File: src/rtl/jk_counter_ctrl.sv
// jk_counter_ctrl: sequences a W-bit falling-edge JK bank through clear/load/count commands.
// Optional shadow-register self-check is enabled by defining JK_CTRL_VERIFY_EN.
module jk_counter_ctrl #(
    parameter int W  = 4,
    parameter int CW = 8
) (
    input  logic          clk,
    input  logic          reset,
    input  logic          cmd_valid,
    output logic          cmd_ready,
    input  logic [1:0]    cmd_op,
    input  logic [W-1:0]  cmd_data,
    input  logic [CW-1:0] cmd_steps,
    input  logic [W-1:0]  q_in,
    output logic [W-1:0]  j,
    output logic [W-1:0]  k,
    output logic          ff_set_n,
    output logic          ff_reset_n,
    output logic          busy,
    output logic          done,
    output logic          err
);
    typedef enum logic [2:0] {IDLE, CLEAR, LOAD, COUNT, DONE} state_t;

    state_t        state_q;
    logic [CW-1:0] cnt_q;
    logic          dn_q;
    logic          dn;
    logic [W-1:0]  mask;
    logic [W-1:0]  j_q;
    logic [W-1:0]  k_q;
    logic          rn_q;
    logic          busy_q;
    logic          done_q;

    assign cmd_ready  = state_q == IDLE;
    assign dn         = cmd_ready ? cmd_op[0] : dn_q;
    assign j          = j_q;
    assign k          = k_q;
    assign ff_set_n   = 1'b1;
    assign ff_reset_n = rn_q;
    assign busy       = busy_q;
    assign done       = done_q;

    // Toggle mask: a bit flips when all lower bits are 1 (up) or all 0 (down).
    always_comb begin
        mask    = '0;
        mask[0] = 1'b1;
        for (int i = 1; i < W; i++)
            mask[i] = mask[i-1] & (dn ? ~q_in[i-1] : q_in[i-1]);
    end

    // Command FSM with registered bank drive; each output defaults to the idle drive.
    always_ff @(posedge clk or posedge reset) begin
        if (reset) begin
            state_q <= IDLE;
            cnt_q   <= '0;
            dn_q    <= 1'b0;
            j_q     <= '0;
            k_q     <= '0;
            rn_q    <= 1'b1;
            busy_q  <= 1'b0;
            done_q  <= 1'b0;
        end else begin
            j_q    <= '0;
            k_q    <= '0;
            rn_q   <= 1'b1;
            done_q <= 1'b0;
            case (state_q)
                IDLE: if (cmd_valid) begin
                    busy_q <= 1'b1;
                    dn_q   <= cmd_op[0];
                    cnt_q  <= cmd_steps - CW'(1);
                    case (cmd_op)
                        2'b00: begin
                            state_q <= CLEAR;
                            rn_q    <= 1'b0;
                        end
                        2'b01: begin
                            state_q <= LOAD;
                            j_q     <= cmd_data;
                            k_q     <= ~cmd_data;
                        end
                        default: if (cmd_steps == '0) begin
                            state_q <= DONE;
                            done_q  <= 1'b1;
                        end else begin
                            state_q <= COUNT;
                            j_q     <= mask;
                            k_q     <= mask;
                        end
                    endcase
                end
                CLEAR, LOAD: begin
                    state_q <= DONE;
                    done_q  <= 1'b1;
                end
                COUNT: if (cnt_q == '0) begin
                    state_q <= DONE;
                    done_q  <= 1'b1;
                end else begin
                    cnt_q <= cnt_q - CW'(1);
                    j_q   <= mask;
                    k_q   <= mask;
                end
                default: begin
                    state_q <= IDLE;
                    busy_q  <= 1'b0;
                end
            endcase
        end
    end

`ifdef JK_CTRL_VERIFY_EN
    logic [W-1:0] shadow_q;
    logic         err_q;

    assign err = err_q;

    // Shadow holds the value the bank should show after the action just driven.
    always_ff @(posedge clk or posedge reset) begin
        if (reset) begin
            shadow_q <= '0;
            err_q    <= 1'b0;
        end else begin
            if ((state_q == CLEAR || state_q == LOAD || state_q == COUNT) && q_in != shadow_q)
                err_q <= 1'b1;
            if (cmd_ready && cmd_valid)
                shadow_q <= cmd_op == 2'b00 ? '0 :
                            cmd_op == 2'b01 ? cmd_data :
                            cmd_op[0] ? q_in - W'(1) : q_in + W'(1);
            else if (state_q == COUNT && cnt_q != '0)
                shadow_q <= dn_q ? shadow_q - W'(1) : shadow_q + W'(1);
        end
    end
`else
    assign err = 1'b0;
`endif

endmodule
File: config.mk
export PLATFORM = sky130hd
export DESIGN_NAME = jk_counter_ctrl
export DESIGN_NICKNAME = d
export VERILOG_FILES = /design/src/rtl/jk_counter_ctrl.sv
export SDC_FILE = /design/constraint.sdc
export NUM_CORES = 1
export LEC_CHECK = 0
export CORE_UTILIZATION = 44
export CTS_BUF_LIST = sky130_fd_sc_hd__clkbuf_4 sky130_fd_sc_hd__clkbuf_8 sky130_fd_sc_hd__clkbuf_16
export DETAILED_ROUTE_END_ITERATION = 8
export GPL_TIMING_DRIVEN = 0
export PLACE_DENSITY = 0.76
export SETUP_SLACK_MARGIN = 0.1
export SYNTH_ARGS = -nofsm -noshare
export SYNTH_HDL_FRONTEND = slang
export SYNTH_SLANG_ARGS = --single-unit
File: constraint.sdc
create_clock -name clk -period 2.1 [get_ports clk]
set_input_delay 0.21 -clock clk [delete_from_list [all_inputs] [get_ports clk]]
set_output_delay 0.21 -clock clk [all_outputs]
set_load 0.01 [all_outputs]
Word level (Yosys, flattened, before mapping). Cells that the tools add are included.

Add/sub/neg operators: 2. Equality and inequality tests: 7. Mux-type cells: 30. Bitwise operators: 7. Reduce and logical (&&, ||, !) cells: 12.

Operators by type and width (number): 4-bit one-hot mux with 2 select lines (4); 8-bit logical NOT (2); 4-bit 2-to-1 mux (4); 8-bit 2-to-1 mux (2); 8-bit one-hot mux with 2 select lines (1); 8-bit by 1-bit subtractor with 8-bit output, second input constant (2); 1-bit 2-to-1 mux (12); 3-bit 2-to-1 mux (3); 3-bit one-hot mux with 3 select lines (1); 3-bit by 2-bit equality test with 1-bit output, second input constant (2); 2-bit inequality test, second input constant (3); 3-bit one-hot mux with 2 select lines (1); 2-bit AND reduction (3); 1-bit NOT (4); 4-bit NOT (1); 2-bit OR reduction (2); 3-bit by 1-bit equality test with 1-bit output, second input constant (1); 3-bit logical NOT (1); 1-bit one-hot mux with 3 select lines (1); 3-bit AND reduction (1); 3-bit OR reduction (1); 1-bit AND (2); 2-bit by 1-bit equality test with 1-bit output, second input constant (1); 2-bit logical NOT (1); other kinds (2) (2).

Flip-flop bits (word level): 23. Output and inout bits: 14. Word-level logic and storage cells: 66.

Logic depth before layout (Yosys ltp). Gate-level depths: netlist of the first run.

Depth after elaboration: 9. Depth in mapped cells: 10. Depth with buffers taken out: 8.

Least setup slack after synthesis of the first run. Ideal clock, no wire load.

Kind: register to register. From: reg state_q[2]. To: reg cnt_q[4]. Arrival time: 2222 ps. Data required time: 1976 ps. Path slack: -246 ps. Stages on the path, launching flop included: 11. Period minus slack after synthesis: 2346 ps. Cells stage by stage: dfrtp_1 buf_2 nand3b_1 mux2i_1 ha_1 clkbuf_1 nand2_1 a2111oi_0 o2bb2ai_1 a21oi_1 o31a_1.

Longest elaborated chain between the ends: 3.

RTL lines: start, declared (line 25) `state_t state_q;`; start signal, assigned (line 56) `state_q <= IDLE;`; start signal, assigned (line 76) `state_q <= CLEAR;`; start signal, assigned (line 80) `state_q <= LOAD;`; 3-bit by 2-bit equality test with 1-bit output / 3-bit logical NOT (equally long branches) (line 69) `case (state_q)`; 2-bit inequality test (no line) / 2-bit nonzero test (equally long branches); 3-bit AND reduction (no line); end signal, assigned (line 73) `cnt_q <= cmd_steps - CW'(1);`; end signal, assigned (line 102) `cnt_q <= cnt_q - CW'(1);`; end, declared (line 26) `logic [CW-1:0] cnt_q;`.

Several ways; a longest one is shown, not always the timed one. A chain may end at the register's enable or synchronous reset.

Worst setup path in the final report of the first run.
From: reg state_q[2]. To: reg cnt_q[6].

Same word-level chain as after synthesis.

==> results of run 1 <==
layout by cell type (no fill, tap or decap), types with 4 or more instances in the layout:
| cell | count |
|---|---|
| a21oi_1 | 11 |
| a311oi_1 | 4 |
| clkbuf_4 | 5 |
| nand2_1 | 24 |
| clkdlybuf4s50_1 | 31 |
| dfrtp_1 | 22 |
| nor4_1 | 5 |
| nor2_1 | 10 |
| a21oi_2 | 4 |
| nor3_1 | 4 |
| o21ai_0 | 9 |
| buf_6 | 5 |
| buf_4 | 9 |
| nand3b_1 | 4 |
worst max path at each step:
stage	slack, ps	depth (start not counted)	end	from
floorplan	-30	10	cnt_q[4]$_DFFE_PP0P_	state_q[2]$_DFFE_PP0P_
global placement	-300	10	cnt_q[6]$_DFFE_PP0P_	state_q[2]$_DFFE_PP0P_
detailed placement	-360	10	cnt_q[6]$_DFFE_PP0P_	state_q[2]$_DFFE_PP0P_
CTS	-50	10	cnt_q[4]$_DFFE_PP0P_	state_q[2]$_DFFE_PP0P_
global route	-240	10	cnt_q[6]$_DFFE_PP0P_	state_q[2]$_DFFE_PP0P_
finish	-150	10	cnt_q[6]$_DFFE_PP0P_	state_q[2]$_DFFE_PP0P_
final cells by class:
cell class              count  area (um2)
fillers                   246        1040
multi-input cells         121         848
flip-flops and latches     23         577
repair buffers             39         382
plain buffers              10        85.1
well taps                  44        55.1
clock buffers               4        30.0
inverters                   2        7.51
critical path, cell delays in order (launching register included):
cell and delay [ps]:
dfrtp_1 400, buf_6 130, nand3b_1 290, mux2i_2 280, ha_2 230, buf_8 120, nor3b_4 230, a21oi_1 130
a211oi_2 160, a21oi_1 80, a21oi_1 150
sequential cells by signal (all words and copies together), names as in the netlist:
| register | count |
|---|---|
| ff_reset_n | 1 |
| k | 4 |
| j | 4 |
| cnt_q | 8 |
| dn_q | 1 |
| state_q | 3 |
| done | 1 |
| busy | 1 |
what timing repair did:
| item | in CTS | in global routing |
|---|---|---|
| gates cloned | 0 | 0 |
| setup buffers | 4 | 4 |
| gates resized for setup | 3 | 23 |
| setup endpoints to repair | 6 | 15 |
| pin swaps | 7 | 7 |
metrics by stage:
step	worst slack [ps]	cells	setup TNS (ps)
floorplan	-32.6	156	-62.1
global placement	-302	231	-2350
detailed placement	-363	231	-2820
CTS	-45.6	239	-106
global route	-243	243	-418
finish	-150	243	-260
power by group:
group	total [mW]	leakage [nW]	internal [mW]	switching (mW)
registers	0.751	0.287	0.608	0.143
logic	1.14	0.512	0.550	0.586
clock network	0.219	0.0184	0.0869	0.132
kinds of logic after synthesis:
kind of cell	after synthesis	synth area share [%]
AND/OR/NAND/NOR	70	28.1
AO/OA/AOI/OAI	44	21.4
flip-flops	23	41.5
buffers and inverters	12	4.77
multiplexers	3	2.16
other	2	0.540
adder cells (fa/ha/maj)	1	0.899
XOR/XNOR	1	0.630
layer usage:
layer,global-route usage [%],vias up,share of wire (%)
li1,-,662,-
met1,29.1,677,42
met2,38.1,64,50
met3,4.02,18,4.9
met4,8.16,0,2.5
met5,0,-,0
cell usage after synthesis (all sizes together), types with 2 or more instances:
| cell type | number | area (um2) |
|---|---|---|
| nor3b | 2 | 15.0 |
| dfrtp | 22 | 551 |
| nor2b | 2 | 12.5 |
| nand2 | 25 | 93.8 |
| clkbuf | 2 | 7.51 |
| inv | 2 | 7.51 |
| and4 | 2 | 17.5 |
| and3 | 2 | 12.5 |
| nor4b | 2 | 30.0 |
| nor4 | 5 | 31.3 |
| o21ai | 12 | 60.1 |
| nor2 | 10 | 37.5 |
| a311oi | 4 | 35.0 |
| nor3 | 5 | 25.0 |
| a21oi | 15 | 75.1 |
| conb | 2 | 7.51 |
| nand3b | 4 | 30.0 |
| or3 | 3 | 28.8 |
| mux2i | 3 | 30.0 |
| nand3 | 2 | 10.0 |
| buf | 8 | 51.3 |
==> results.json, run 1 <==
{
  "status": "finished, violations left",
  "violations": "negative setup slack",
  "synth-edff-count": 0,
  "worstSetupStartpointType": "flop",
  "yosysWarnings": 0,
  "gp_congestion": 0.896,
  "setup_ws_ps": -150,
  "hold_path.class": "input port to async pin",
  "finalHoldViolCount": 0,
  "grt_pass1_wl_um": 5880,
  "drt-pass1-iter-count": 6,
  "vdd_drop_max_mv": 0.456,
  "timing.max_cap.violations": 0,
  "synth_fp_nets": 178,
  "period_needed_ps": 2250,
  "r2r-end": "cnt_q[6]$_DFFE_PP0P_",
  "routed_wirelength_um": 3870,
  "vias": 1421,
  "synth.ff_latch_count": 23,
  "syn_inst": 156,
  "nets": 222,
  "critPathMaxFanout": 6,
  "r2r-start": "state_q[2]$_DFFE_PP0P_",
  "synth.avg_cell_area_um2": 8.92,
  "period_share_pct": 107,
  "antennaDiodeCount": 0,
  "layout-drive-gt1-share_pct": 21.6,
  "vias_per_cell": 5.85,
  "async_flop_share_pct": 100,
  "initialDrtViolationCount": 48,
  "stdcell_area_um2": 1980,
  "cts_tree": "built",
  "path_clk_slew_ps": 130,
  "clock-sinks": 23,
  "crit_type": "flop to flop",
  "core_area_um2": 3030,
  "clockRootBuffer": "clkbuf_4",
  "drt.antenna.violating_nets": 0,
  "r2r_cells": 10,
  "fin_util_pct": 65.5,
  "antenna_found_initial": 0,
  "grt_usage_pct": 22.6,
  "drc_errors": 0,
  "ioPinCount": 35,
  "dieArea_um2": 3390,
  "holdBufCountCts": 0,
  "area_delta_synth_final_pct": 42.6,
  "maxSlewViolCount": 0,
  "required_ps": 2330,
  "fin_worst_skew_ps": 2.94,
  "power_mw": 2.11,
  "end_kind": "flop",
  "h-tree-depth": 1,
  "die_w_um": 58.2,
  "rsz0062_at_grt": "true",
  "leakage_nw": 0.817,
  "hold_slack_ps": 366,
  "numCtsBuffers": 3,
  "die_y_um": 58.2,
  "dpl-instance-area_um2": 1810,
  "synth.cell_area_um2": 1390,
  "portBuffers": 31,
  "ys_types": 47,
  "clock_path_buffers": 2,
  "initial_utilization_pct": 46.0,
  "seq_area_frac_synth_pct": 41.5,
  "tightest_slew_ps": 865,
  "clock_latency_ps": 300,
  "synthFlopType": "dfrtp_1",
  "fmax_mhz": 444,
  "dp_hpwl_um": 2620,
  "powerDensity_nw_per_um2": 1060,
  "r2r_setup_slack_ps": -150,
  "avgRoutedWirePerCell_um": 15.9,
  "grt_max_degree": 24,
  "grt_remaining_overflow": 0,
  "setup-violations-final": 2,
  "maxSlewHeadroom_pct": 42.3,
  "cp_data_arrival_time_ps": 2480,
  "grt_pass1_vias": 1292,
  "rows": 20
}
Note: power is estimated with default switching activity, not from simulation.
==> inputs of run 2 (changes only) <==
--- a/config.mk
+++ b/config.mk
@@ -7,6 +7,7 @@
 export LEC_CHECK = 0
 export CORE_UTILIZATION = 44
 export CTS_BUF_LIST = sky130_fd_sc_hd__clkbuf_4 sky130_fd_sc_hd__clkbuf_8 sky130_fd_sc_hd__clkbuf_16
+export CTS_CLUSTER_DIAMETER = 120
 export DETAILED_ROUTE_END_ITERATION = 8
 export GPL_TIMING_DRIVEN = 0
 export PLACE_DENSITY = 0.76
==> results of run 2 <==
Final layout, timing and power as in run 1 (identical DEF).
